<file path="src/rtl/r408_dbus_arb.sv">
// Two-master round-robin arbiter for the R408 8-bit data bus (master 0 = core LSU, master 1 = host/DMA).
// Latency: request seen in cycle N drives s_read/s_write from N+1; mi_rdy is combinational with s_rdy.
// Backpressure: masters hold requests until mi_rdy; optional abort via DBUS_ARB_TIMEOUT_EN.
module r408_dbus_arb #(
  parameter int AW      = 16,
  parameter int DW      = 8,
  parameter int TIMEOUT = 255
) (
  input  logic          clk,
  input  logic          rst,
  input  logic [AW-1:0] m0_addr,
  input  logic [DW-1:0] m0_wdata,
  input  logic          m0_read,
  input  logic          m0_write,
  output logic [DW-1:0] m0_rdata,
  output logic          m0_rdy,
  output logic          m0_err,
  input  logic [AW-1:0] m1_addr,
  input  logic [DW-1:0] m1_wdata,
  input  logic          m1_read,
  input  logic          m1_write,
  output logic [DW-1:0] m1_rdata,
  output logic          m1_rdy,
  output logic          m1_err,
  output logic [AW-1:0] s_addr,
  output logic [DW-1:0] s_wdata,
  output logic          s_read,
  output logic          s_write,
  input  logic [DW-1:0] s_rdata,
  input  logic          s_rdy,
  output logic [1:0]    gnt
);

  localparam logic [1:0] ST_IDLE  = 2'd0;
  localparam logic [1:0] ST_BUSY0 = 2'd1;
  localparam logic [1:0] ST_BUSY1 = 2'd2;

  // The abort counter is 8 bits wide, so the limit must fit in it.
  if ((TIMEOUT < 1) || (TIMEOUT > 255)) begin : g_bad_timeout
    $error("r408_dbus_arb: TIMEOUT must be in 1..255");
  end

  logic [1:0]    state_q, state_d;
  logic          last_q, last_d;      // 0 = M0 last granted, 1 = M1
  logic [AW-1:0] s_addr_q, s_addr_d;
  logic [DW-1:0] s_wdata_q, s_wdata_d;
  logic          s_read_q, s_read_d;
  logic          s_write_q, s_write_d;

  logic own0, own1, busy, abort;
  logic req0, req1, pick1, win_rd, win_wr;

  assign own0 = (state_q == ST_BUSY0);
  assign own1 = (state_q == ST_BUSY1);
  assign busy = own0 | own1;
  assign req0 = m0_read | m0_write;
  assign req1 = m1_read | m1_write;
  // On a tie, the master that was not served last wins.
  assign pick1  = req1 & (~req0 | ~last_q);
  assign win_wr = pick1 ? m1_write : m0_write;
  assign win_rd = pick1 ? m1_read  : m0_read;

`ifdef DBUS_ARB_TIMEOUT_EN
  localparam logic [7:0] TO_LAST = 8'(TIMEOUT - 1);
  logic [7:0] cnt_q, cnt_d;

  // Abort fires in the BUSY cycle in which the counter would reach TIMEOUT; s_rdy wins a tie.
  assign abort = busy & ~s_rdy & (cnt_q == TO_LAST);

  // Count BUSY cycles spent waiting on the slave; restart at every grant.
  always_comb begin
    cnt_d = cnt_q;
    if (state_q == ST_IDLE)
      cnt_d = 8'd0;
    else if (!s_rdy)
      cnt_d = cnt_q + 8'd1;
  end

  // Timeout counter register.
  always_ff @(posedge clk or posedge rst) begin
    if (rst) cnt_q <= 8'd0;
    else     cnt_q <= cnt_d;
  end
`else
  assign abort = 1'b0;
`endif

  // Arbitration and slave-request next state.
  always_comb begin
    state_d   = state_q;
    last_d    = last_q;
    s_addr_d  = s_addr_q;
    s_wdata_d = s_wdata_q;
    s_read_d  = s_read_q;
    s_write_d = s_write_q;
    case (state_q)
      ST_IDLE: begin
        if (req0 | req1) begin
          state_d   = pick1 ? ST_BUSY1 : ST_BUSY0;
          last_d    = pick1;
          s_addr_d  = pick1 ? m1_addr  : m0_addr;
          s_wdata_d = pick1 ? m1_wdata : m0_wdata;
          // Read+write together is treated as a write.
          s_write_d = win_wr;
          s_read_d  = win_rd & ~win_wr;
        end
      end
      ST_BUSY0, ST_BUSY1: begin
        if (s_rdy | abort) begin
          state_d   = ST_IDLE;
          s_read_d  = 1'b0;
          s_write_d = 1'b0;
        end
      end
      default: begin
        state_d   = ST_IDLE;
        s_read_d  = 1'b0;
        s_write_d = 1'b0;
      end
    endcase
  end

  // State and slave-side request registers; reset drops strobes immediately.
  always_ff @(posedge clk or posedge rst) begin
    if (rst) begin
      state_q   <= ST_IDLE;
      last_q    <= 1'b1;
      s_addr_q  <= '0;
      s_wdata_q <= '0;
      s_read_q  <= 1'b0;
      s_write_q <= 1'b0;
    end else begin
      state_q   <= state_d;
      last_q    <= last_d;
      s_addr_q  <= s_addr_d;
      s_wdata_q <= s_wdata_d;
      s_read_q  <= s_read_d;
      s_write_q <= s_write_d;
    end
  end

  assign s_addr  = s_addr_q;
  assign s_wdata = s_wdata_q;
  assign s_read  = s_read_q;
  assign s_write = s_write_q;
  assign gnt     = {own1, own0};

  // Completion return: only the owner sees rdy/data; aborts return all-ones data.
  assign m0_rdy   = own0 & (s_rdy | abort);
  assign m1_rdy   = own1 & (s_rdy | abort);
  assign m0_err   = own0 & abort;
  assign m1_err   = own1 & abort;
  assign m0_rdata = !own0 ? '0 : (s_rdy ? s_rdata : (abort ? '1 : '0));
  assign m1_rdata = !own1 ? '0 : (s_rdy ? s_rdata : (abort ? '1 : '0));

endmodule

</file>
<file path="config.mk">
export PLATFORM = sky130hd
export DESIGN_NAME = r408_dbus_arb
export DESIGN_NICKNAME = d
export VERILOG_FILES = /design/src/rtl/r408_dbus_arb.sv
export SDC_FILE = /design/constraint.sdc
export NUM_CORES = 1
export LEC_CHECK = 0
export BUFFER_PORTS_ARGS = -buffer_cell sky130_fd_sc_hd__buf_2
export CORE_ASPECT_RATIO = 1.75
export CORE_MARGIN = 2
export CORE_UTILIZATION = 27
export DETAILED_ROUTE_END_ITERATION = 10
export GPL_TIMING_DRIVEN = 0
export PLACE_DENSITY_LB_ADDON = 0.1
export REMOVE_ABC_BUFFERS = 1
export SYNTH_ARGS = -nofsm -noshare
export SYNTH_HDL_FRONTEND = slang
export SYNTH_SLANG_ARGS = --single-unit
</file>
<file path="constraint.sdc">
create_clock -name clk -period 1.5 [get_ports clk]
set_clock_uncertainty 0.05 [all_clocks]
set_input_delay 0.075 -clock clk [delete_from_list [all_inputs] [get_ports clk]]
set_output_delay 0.075 -clock clk [all_outputs]
set_load 0.01 [all_outputs]
</file>
**Word level (Yosys, flattened, before mapping)**

Index checks and enable logic that the tools add are counted.

- Bits in registers: 29
- Output and inout bits: 48
- Word-level logic and storage cells: 41

- Eq/ne operators: 4
- Multiplexer cells: 16
- Bitwise logic cells: 11
- Reduce and logical (&&, ||, !) cells: 4

Operators with widths:

| kind | number |
|---|---|
| $mux W8 | 4 |
| $mux W16 | 1 |
| $mux W2 | 3 |
| $mux W1 | 5 |
| $and A1 B1 Y1 | 4 |
| $ne A2 B2 Y1 const B | 2 |
| $or A1 B1 Y1 | 4 |
| $pmux W1 S2 | 2 |
| $pmux W2 S2 | 1 |
| $reduce_and A2 Y1 | 2 |
| $not A1 Y1 | 3 |
| $eq A2 B1 Y1 const B | 1 |
| $eq A2 B2 Y1 const B | 1 |
| $logic_not A2 Y1 | 1 |
| $reduce_or A2 Y1 | 1 |

**Logic depth before layout (Yosys ltp)**

Gate-level depths: netlist (run 1).

- Depth in word-level cells: 9
- Gate-level depth with buffers: 7
- Gate-level depth less buffers: 5

**Least setup slack after synthesis (run 1)**

Ideal clock, no wire load.

- Kind: register to register
- From: register state_q[0]
- To: register s_write_q, in the netlist s_write
- Library setup time: 0.122 ns
- Arrival: 1.191 ns
- Required time: 1.328 ns
- Slack: 0.138 ns
- Stages on the path, launching flop included: 7
- Path through: dfrtp_1 > inv_1 > ha_1 > nor2b_1 > buf_6 > buf_6 > a32o_1

- Word-level cells in the longest chain between the ends: 4

RTL lines:

| element | RTL line | RTL |
|---|---|---|
| from (decl) | 43 | `logic [1:0] state_q, state_d;` |
| from (signal assigned) | 133 | `state_q <= state_d;` |
| $eq A2 B1 Y1 / $eq A2 B2 Y1 (equally long branches) | 96 | `case (state_q)` |
| $reduce_or A2 Y1 | 96 |  |
| $ne A2 B2 Y1 (no source line) | -- |  |
| $reduce_and A2 Y1 (no source line) | -- |  |
| to (signal assigned) | 138 | `s_write_q <= s_write_d;` |
| to (decl) | 48 | `logic s_write_q, s_write_d;` |

Several ways; a longest one is shown, not always the timed one.
A chain may end at the register's enable or synchronous reset.

**Final worst setup path (run 1)**

- From: input port m1_write
- To: register s_write_q, in the netlist s_write

- Word-level cells in the longest chain between the ends: 5

RTL lines:

| element | RTL line | RTL |
|---|---|---|
| from (decl) | 21 | `input logic m1_write,` |
| $or A1 B1 Y1 | 57 | `assign req1 = m1_read \| m1_write;` |
| $and A1 B1 Y1 | 59 | `assign pick1 = req1 & (~req0 \| ~last_q);` |
| $mux W1 | 60 | `assign win_wr = pick1 ? m1_write : m0_write;` |
| $mux W1 | 98 | `if (req0 \| req1) begin` |
| $pmux W1 S2 | 96 |  |

Several ways; a longest one is shown, not always the timed one. The select of a mux whose other input is x is not followed.

==> results of run 1 <==
## final cells by class
class	instances	area share
clock buffer	7	0.03441
clock inverter	1	0.001787
sequential	29	0.2596
multi-input combinational	141	0.2931
tap	76	0.03396
timing repair buffer	157	0.3704
inverter	5	0.006702
## metal layers
layer	part of all wire	global-route usage	up-vias
met3	0.053	0.03731	2
met5	0	0	-
li1	-	-	936
met1	0.37	0.1641	878
met2	0.57	0.3116	78
met4	0.0042	0.04103	0
## worst min-delay path: stages
cell,delay [ns]
buf_2,0.10
nand2_1,0.04
a31oi_1,0.07
## report_power, final
part | leakage [nW] | switching (W) | internal (W) | total [W]
Clock | 0.0542 | 0.000292 | 0.000414 | 0.000706
Sequential | 0.335 | 0.000210 | 0.00120 | 0.00141
Combinational | 1.07 | 0.00145 | 0.00119 | 0.00264
Total | 1.46 | 0.00196 | 0.00280 | 0.00475
## cell families after synthesis
group                      count (synthesis)
and+or+nand+nor                           98
AOI/OAI and AO/OA                         34
DFF                                       29
buffers and inverters                     21
adders and majority gates                  3
other                                      1
## flip-flops by register name, summed over array words and instances, names as in the netlist
register / cells
s_addr: 16
state_q: 2
s_read: 1
s_write: 1
s_wdata: 8
last_q: 1
## metrics by stage
| stage | hold slack, ns | instances | area [um2] | power, W |
|---|---|---|---|---|
| after CTS | 0.0008896 | 406 | 2660 | 0.004444 |
| after global routing | 0.005251 | 416 | 2800 | 0.005145 |
| after floorplan | 0.1024 | 171 | 1444 | 0.002617 |
| final | 0.007693 | 416 | 2800 | 0.004755 |
| after detailed placement | 0.2829 | 356 | 2115 | 0.003538 |
| after global placement | 0.2733 | 355 | 2079 | 0.003285 |
## cells in the mapped netlist (all sizes together)
library cell  count  area share
buf              14       0.068
and2              2      0.0081
nor4              1      0.0081
o21ai             3       0.012
nor2             24       0.058
ha                3       0.024
conb              1      0.0024
and3             16       0.064
a32o              1      0.0064
clkbuf            2      0.0048
nor2b             1      0.0040
nand2            52        0.13
dfrtp            28        0.45
nand2b            2      0.0081
o2bb2ai           3       0.017
dfstp             1       0.017
a31oi            25        0.10
o21a              1      0.0048
a21oi             1      0.0032
inv               5       0.012
## final timing paths
kind                            startpoint          to  slack (ns)  depth (start not counted)
worst min register to register      last_q      last_q        0.45                          2
worst max register to register  state_q[1]  s_addr[12]        0.08                          6
worst min-delay path            m0_addr[7]   s_addr[7]       0.008                          3
max in group asynchronous              rst   s_addr[3]        0.68                          2
worst max-delay path              m1_write     s_write        0.05                          5
min in group asynchronous              rst   s_addr[6]        0.04                          2
## repair_timing
action	in CTS	in global routing
gates cloned	1	5
setup buffers	1	5
setup endpoints to repair	45	41
resized for setup	7	12
pin swaps	0	1
hold buffers	40	0
hold endpoints to repair	21	0
==> flow_summary.ini, run 1 <==
[cells_and_area]
drive_gt1_frac = 0.4176
final_util = 0.5013
multiInputGateArea_um2 = 820.8
layout_commonest_cell = buf_2
fin_nets = 405
area_delta_synth_final_pct = 80.19
mostFrequentLayoutCells = buf_2 (108), nand2_1 (52), dlygate4sd3_1 (40)
fillers = 559
n_antenna_cell = 0
regArea_um2 = 726.9

[floorplanning]
start_util = 0.2782
core-area_mm2 = 0.005585
pin_count = 111
die-area_mm2 = 0.006402
fp.dieW_um = 61.35
rows = 36
die_y_um = 104.4

[setup_path]
start_kind = input port
cp.required_ns = 1.61
cp.arrival_ns = 1.55
cpMaxStageDelayCell = nor4_2
endpoint_kind = register
crit_family = simple AND/OR/NAND/NOR gates
path_buf_inv = 2
path_cells = buf_2 > nor4_2 > nor2b_4 > buf_6 > a32o_1
cp_max_fo = 7
path_class = in -> reg
slowest_delay_ns = 0.72

[clock_tree]
clock_sinks = 29
clkTransAtPathRegs_ns = 0.06
clk_latency_ns = 0.27
cts_buffers = 5
clockRootBuffer = clkbuf_8
htreeDepth = 2
cts.path.max_buffers = 2
cts_tree = yes

[timing]
setup_viol = 0
maxSlewViolCount = 0
period_share = 0.9637
fin_tns_setup_ns = 0
layout_setup_ws_ns = 0.05444
fin_crit_ns = 1.446
worst_slew_pin_slew_ns = 1.130
max_freq_ghz = 0.6918
slew_headroom = 0.2455
rsz0062_at_grt = yes
hold_violations = 0

[placement]
dp.final_hpwl_mm = 3.321
portBuffers = 108
gp_congestion = 0.6938
dpl_worst_slack_ns = -0.3093

[logic_synthesis]
synth.distinct_cells = 23
ys_ff_latch = 29
ys_warn_count = 0
synth_cells = 186
synthesis.area_mm2 = 0.001554
synth-simple-area-share = 0.2762
synth_xor_area_frac = 0
syn_avg_cell_area_um2 = 8.355
synthAdderAreaFrac = 0.02415
synth_compound_area_frac = 0.1441
ys_seq_area_frac = 0.4678
synthMuxAreaShare = 0
synth_top_family_by_area = simple AND/OR/NAND/NOR gates

[detailed_routing]
vias = 1894
wl_mm = 5.885
dr.pass1.iters = 4
ant_nets = 0
viasPerCell = 4.553
drt-wirelength-per-cell_um = 14.15
initialDrtViolationCount = 36
drc = 0

[global_routing]
grt_pass1_wl_mm = 7.969
grt_max_degree = 31
groute.usage.overall = 0.1626
grt_overflow = 0
antenna_found_initial = 0
grt_pass1_vias = 1759

[pwr]
power.leakage_nw = 1.459
peakVddDrop_uv = 1237
power_density_mw_per_mm2 = 1698

[run_status]
status = finished clean

[flow_run]
drv_cap = 0

[hold_path]
worstHoldPathType = in -> reg
(Power assumes the default switching activity.)
==> inputs of run 2 (changes only) <==
==> constraint.sdc (replaced) <==
create_clock -name clk -period 1.5 [get_ports clk]
set_clock_uncertainty 0.05 [all_clocks]
set_input_delay 0 -clock clk [delete_from_list [all_inputs] [get_ports clk]]
set_output_delay 0 -clock clk [all_outputs]
set_load 0.01 [all_outputs]
==> flow_summary.ini, run 2 (synthesized netlist as in run 1, its figures left out) <==
[run_status]
status = finished clean

[clock_tree]
htreeDepth = 2
clkTransAtPathRegs_ns = 0.06
cts_buffers = 5
cts.path.max_buffers = 2
clk_latency_ns = 0.27
cts_tree = yes
clockRootBuffer = clkbuf_8
clock_sinks = 29

[hold_path]
worstHoldPathType = in -> reg
worstHoldPathCells = 3

[floorplanning]
die-area_mm2 = 0.006402
die_y_um = 104.4
pin_count = 111
fp.dieW_um = 61.35
start_util = 0.2782
core-area_mm2 = 0.005585
rows = 36

[cells_and_area]
regArea_um2 = 726.9
drive_gt1_frac = 0.4080
layout_commonest_cell = buf_2
area_delta_synth_final_pct = 83.90
stdcell_count = 424
mostFrequentLayoutCells = buf_2 (109), nand2_1 (52), dlygate4sd3_1 (49)
fin_nets = 413
multiInputGateArea_um2 = 794.5
final_cell_area_mm2 = 0.002858
largest_reg_flops = 16
n_antenna_cell = 0
fillers = 565

[timing]
fin_crit_ns = 1.435
maxSlewViolCount = 0
hold-worst-slack_ns = 0.1127
rsz0062_at_grt = yes
slew_headroom = 0.4916
worst_slew_pin_slew_ns = 0.7564
setup_viol = 0
period_share = 0.9566
hold_violations = 0
max_freq_ghz = 0.6969

[placement]
dpl-instance-area_mm2 = 0.002115
dp.final_hpwl_mm = 3.321
gp_congestion = 0.6938
portBuffers = 108
dpl.cell_count = 356

[pwr]
power_w = 0.004737
peakVddDrop_uv = 1113
power.leakage_nw = 1.481
power_density_mw_per_mm2 = 1658

[global_routing]
groute.usage.overall = 0.1665
grt_max_degree = 31
grt_pass1_vias = 1834
antenna_found_initial = 0
grt_pass1_wl_mm = 8.176
grt_overflow = 0

[setup_path]
start_kind = register
path_class = reg -> reg
cp.arrival_ns = 1.58
path_buf_inv = 2
endpoint_kind = register
cp_max_fo = 6
path_cells = inv_2 > ha_4 > nor2b_4 > buf_2 > nor2_1 > a31oi_1
cp.required_ns = 1.64
cp_num_cells = 6
cpMaxStageDelayCell = dfrtp_1
crit_family = flip-flops
slowest_delay_ns = 0.41
rr_worst_depth = 6

[detailed_routing]
drc = 0
ant_nets = 0
wl_mm = 6.138
initialDrtViolationCount = 42
drt-wirelength-per-cell_um = 14.48
viasPerCell = 4.568
vias = 1937
dr.pass1.iters = 4

[flow_run]
drv_cap = 0
-- run 2: changes by cell type in the layout (fill, tap and decap cells not counted), sizes merged --
cell / change
dlygate4sd3: +9
buf: -1
clkinvlp: +1
inv: -1
-- run 2: per-layer routing --
layer | part of all wire | vias to the layer above | wire length [um] | global-route usage
met5 | 0 | - | 0 | 0
met4 | 0.0072 | 0 | 44 | 0.04407
met3 | 0.052 | 4 | 319 | 0.03731
met2 | 0.55 | 79 | 3396 | 0.3207
met1 | 0.39 | 901 | 2378 | 0.1656
li1 | - | 953 | - | -
-- run 2: layout make-up --
| cell class | instances | share of cell area |
|---|---|---|
| well taps | 76 | 0.03327 |
| repair buffers | 165 | 0.3910 |
| inverters | 5 | 0.007881 |
| flip-flops and latches | 29 | 0.2544 |
| clock buffers | 7 | 0.03371 |
| clock inverters | 1 | 0.001751 |
| multi-input cells | 141 | 0.2780 |
-- run 2: worst paths after layout --
path                       slack [ns]        from   endpoint
min reg2reg                      0.45      last_q     last_q
max reg2reg                      0.07  state_q[1]  s_addr[5]
max in group asynchronous        0.71         rst     last_q
min                              0.11     m0_read     s_read
min in group asynchronous        0.32         rst  s_addr[0]
max                              0.07  state_q[1]  s_addr[5]
-- run 2: what timing repair did --
item,in CTS,in global routing
cloned,1,6
resized for setup,5,12
hold endpoints to repair,33,0
setup buffers,1,3
hold buffers,49,0
pin swaps,0,1
endpoints found under the setup margin,29,69
-- run 2: worst register-to-register path, cell delays in order, from the launching register on --
cell and delay (ns):
dfrtp_1 0.41, inv_2 0.09, ha_4 0.14, nor2b_4 0.27, buf_2 0.22, nor2_1 0.05, a31oi_1 0.13
-- run 2: power by group --
group / leakage [nW] / internal, W / switching [W]
Sequential: 0.335 / 0.00120 / 0.000217
Combinational: 1.09 / 0.00115 / 0.00146
Clock: 0.0542 / 0.000414 / 0.000299
Total: 1.48 / 0.00276 / 0.00197
-- run 2: stage by stage --
stage	setup TNS, ns	util	setup slack (ns)
2_1_floorplan	-35.61	-	-1.366
3_3_place_gp	-62.69	0.3723	-2.440
3_5_place_dp	-7.725	0.3786	-0.3093
4_1_cts	0	0.4915	0.005615
5_1_grt	-0.05733	0.5116	-0.01882
6_report	0	0.5116	0.06504
==> inputs of run 3 (changes only) <==
CORE_UTILIZATION = 41   (was 27)
==> flow_summary.ini, run 3 (synthesized netlist as in run 1, its figures left out) <==
[timing]
hold_violations = 0
max_freq_ghz = 0.6918
maxSlewViolCount = 0
worst_slew_pin_slew_ns = 0.6670
period_share = 0.9637
rsz0062_at_grt = yes
setup_viol = 0
fin_tns_setup_ns = 0
layout_setup_ws_ns = 0.05444
fin_crit_ns = 1.446
slew_headroom = 0.5517

[setup_path]
start_kind = register
rr_startpoint = state_q[1]
r2r-end = s_addr[7]
cp.required_ns = 1.63
path_buf_inv = 2
reg2reg_slack_ns = 0.05
path_cells = inv_2 > ha_4 > nor2b_4 > clkbuf_16 > nor2_2 > a31oi_1
cp_max_fo = 8
endpoint_kind = register
cpMaxStageDelayCell = dfrtp_1
rr_worst_depth = 6
cp.arrival_ns = 1.58
crit_family = flip-flops
slowest_delay_ns = 0.40
path_class = reg -> reg

[cells_and_area]
drive_gt1_frac = 0.4155
fillers = 279
n_antenna_cell = 0
largest_reg_flops = 16
stdcell_count = 395
final_cell_area_mm2 = 0.002841
area_delta_synth_final_pct = 82.85
layout_commonest_cell = buf_2
mostFrequentLayoutCells = buf_2 (108), nand2_1 (52), dlygate4sd3_1 (49)
fin_nets = 414

[floorplanning]
die-area_mm2 = 0.004318
pin_count = 111
die_y_um = 85.44
fp.dieW_um = 50.54
rows = 29
core-area_mm2 = 0.003628
start_util = 0.4283

[placement]
dpl_worst_slack_ns = -0.2889
dp.final_hpwl_mm = 3.227
dpl.cell_count = 326
portBuffers = 108
gp_congestion = 0.7318
dpl-instance-area_mm2 = 0.002077

[clock_tree]
clkTransAtPathRegs_ns = 0.06
cts_tree = yes
cts.path.max_buffers = 2
clock_sinks = 29
clk_latency_ns = 0.27
cts_buffers = 5
htreeDepth = 2
clockRootBuffer = clkbuf_8

[flow_run]
drv_cap = 0

[detailed_routing]
viasPerCell = 5.127
dr.pass1.iters = 4
drc = 0
drt-wirelength-per-cell_um = 15.47
wl_mm = 6.110
ant_nets = 0
vias = 2025
initialDrtViolationCount = 52

[hold_path]
worstHoldPathCells = 3
worstHoldPathType = in -> reg
worstHoldStart = m0_read
hold_end = s_read

[global_routing]
grt.busiest_layer = met2
grt_pass1_wl_mm = 8.659
antenna_found_initial = 0
groute.usage.overall = 0.2685
use_met1 = 0.2494
grt_overflow = 0
grtUsageMet3 = 0.05634
grt.met2_usage = 0.5215
grt_pass1_vias = 1957
grt_max_degree = 30

[pwr]
power.leakage_nw = 1.475
peakVddDrop_uv = 1197
power_density_mw_per_mm2 = 1663

[run_status]
status = finished clean
-- run 3: cell count changes in the layout (fill, tap and decap cells not counted), moves of 2 or more --
cell,previous run,this run
nor2_1,22,18
buf_4,3,5
nor2_4,0,2
nor2_2,2,4
clkbuf_8,7,5
clkbuf_1,0,3
-- run 3: worst max-delay path by stage --
stage | from | to | slack, ns | cells after the start
after floorplan | state_q[0] | state_q[0] | -1.37 | 5
after global placement | state_q[0] | state_q[0] | -2.31 | 5
after detailed placement | state_q[0] | s_addr[7] | -0.29 | 6
after CTS | state_q[1] | m0_rdata[7] | -0.003 | 4
after global routing | state_q[1] | s_addr[11] | -0.03 | 6
final | state_q[1] | s_addr[7] | 0.05 | 6
-- run 3: tightest hold or removal path, stage by stage --
cell	delay, ns
buf_2	0.12
a31oi_1	0.11
o2bb2ai_1	0.13
-- run 3: layout make-up --
| class | count | area (um2) | area share |
|---|---|---|---|
| inverters | 5 | 22.52 | 0.007926 |
| repair buffers | 166 | 1127 | 0.3967 |
| multi-input cells | 141 | 827.0 | 0.2911 |
| clock buffers | 8 | 80.08 | 0.02818 |
| flip-flops and latches | 29 | 726.9 | 0.2558 |
| well taps | 46 | 57.56 | 0.02026 |
-- run 3: metal layers --
metal	up-vias	wire, um	part of all wire
li1	951	-	-
met1	927	2002	0.33
met2	117	3453	0.57
met3	30	408	0.067
met4	0	245	0.040
met5	-	0	0
-- run 3: per-stage QoR --
| step | util | power [W] | hold slack (ns) |
|---|---|---|---|
| global route | 0.7831 | 0.005066 | 0.09809 |
| global placement | 0.5628 | 0.003248 | 0.2002 |
| finish | 0.7831 | 0.004725 | 0.07802 |
| floorplan | - | 0.002617 | 0.02737 |
| CTS | 0.7448 | 0.004379 | 0.04811 |
| detailed placement | 0.5724 | 0.003528 | 0.2079 |
-- run 3: what timing repair did --
item                                    CTS  global route
gates resized for setup                   6            19
endpoints found under the hold margin    52             0
cloned                                    1             5
hold buffers                             49             0
endpoints found under the setup margin   29            69
buffers inserted                          2             4
pin swaps                                 0             2
-- run 3: where the power goes --
part	leakage, nW	internal, W	switching, W	total, W
registers	0.335	0.00120	0.000246	0.00144
logic	1.10	0.00122	0.00146	0.00268
clock network	0.0395	0.000329	0.000274	0.000603
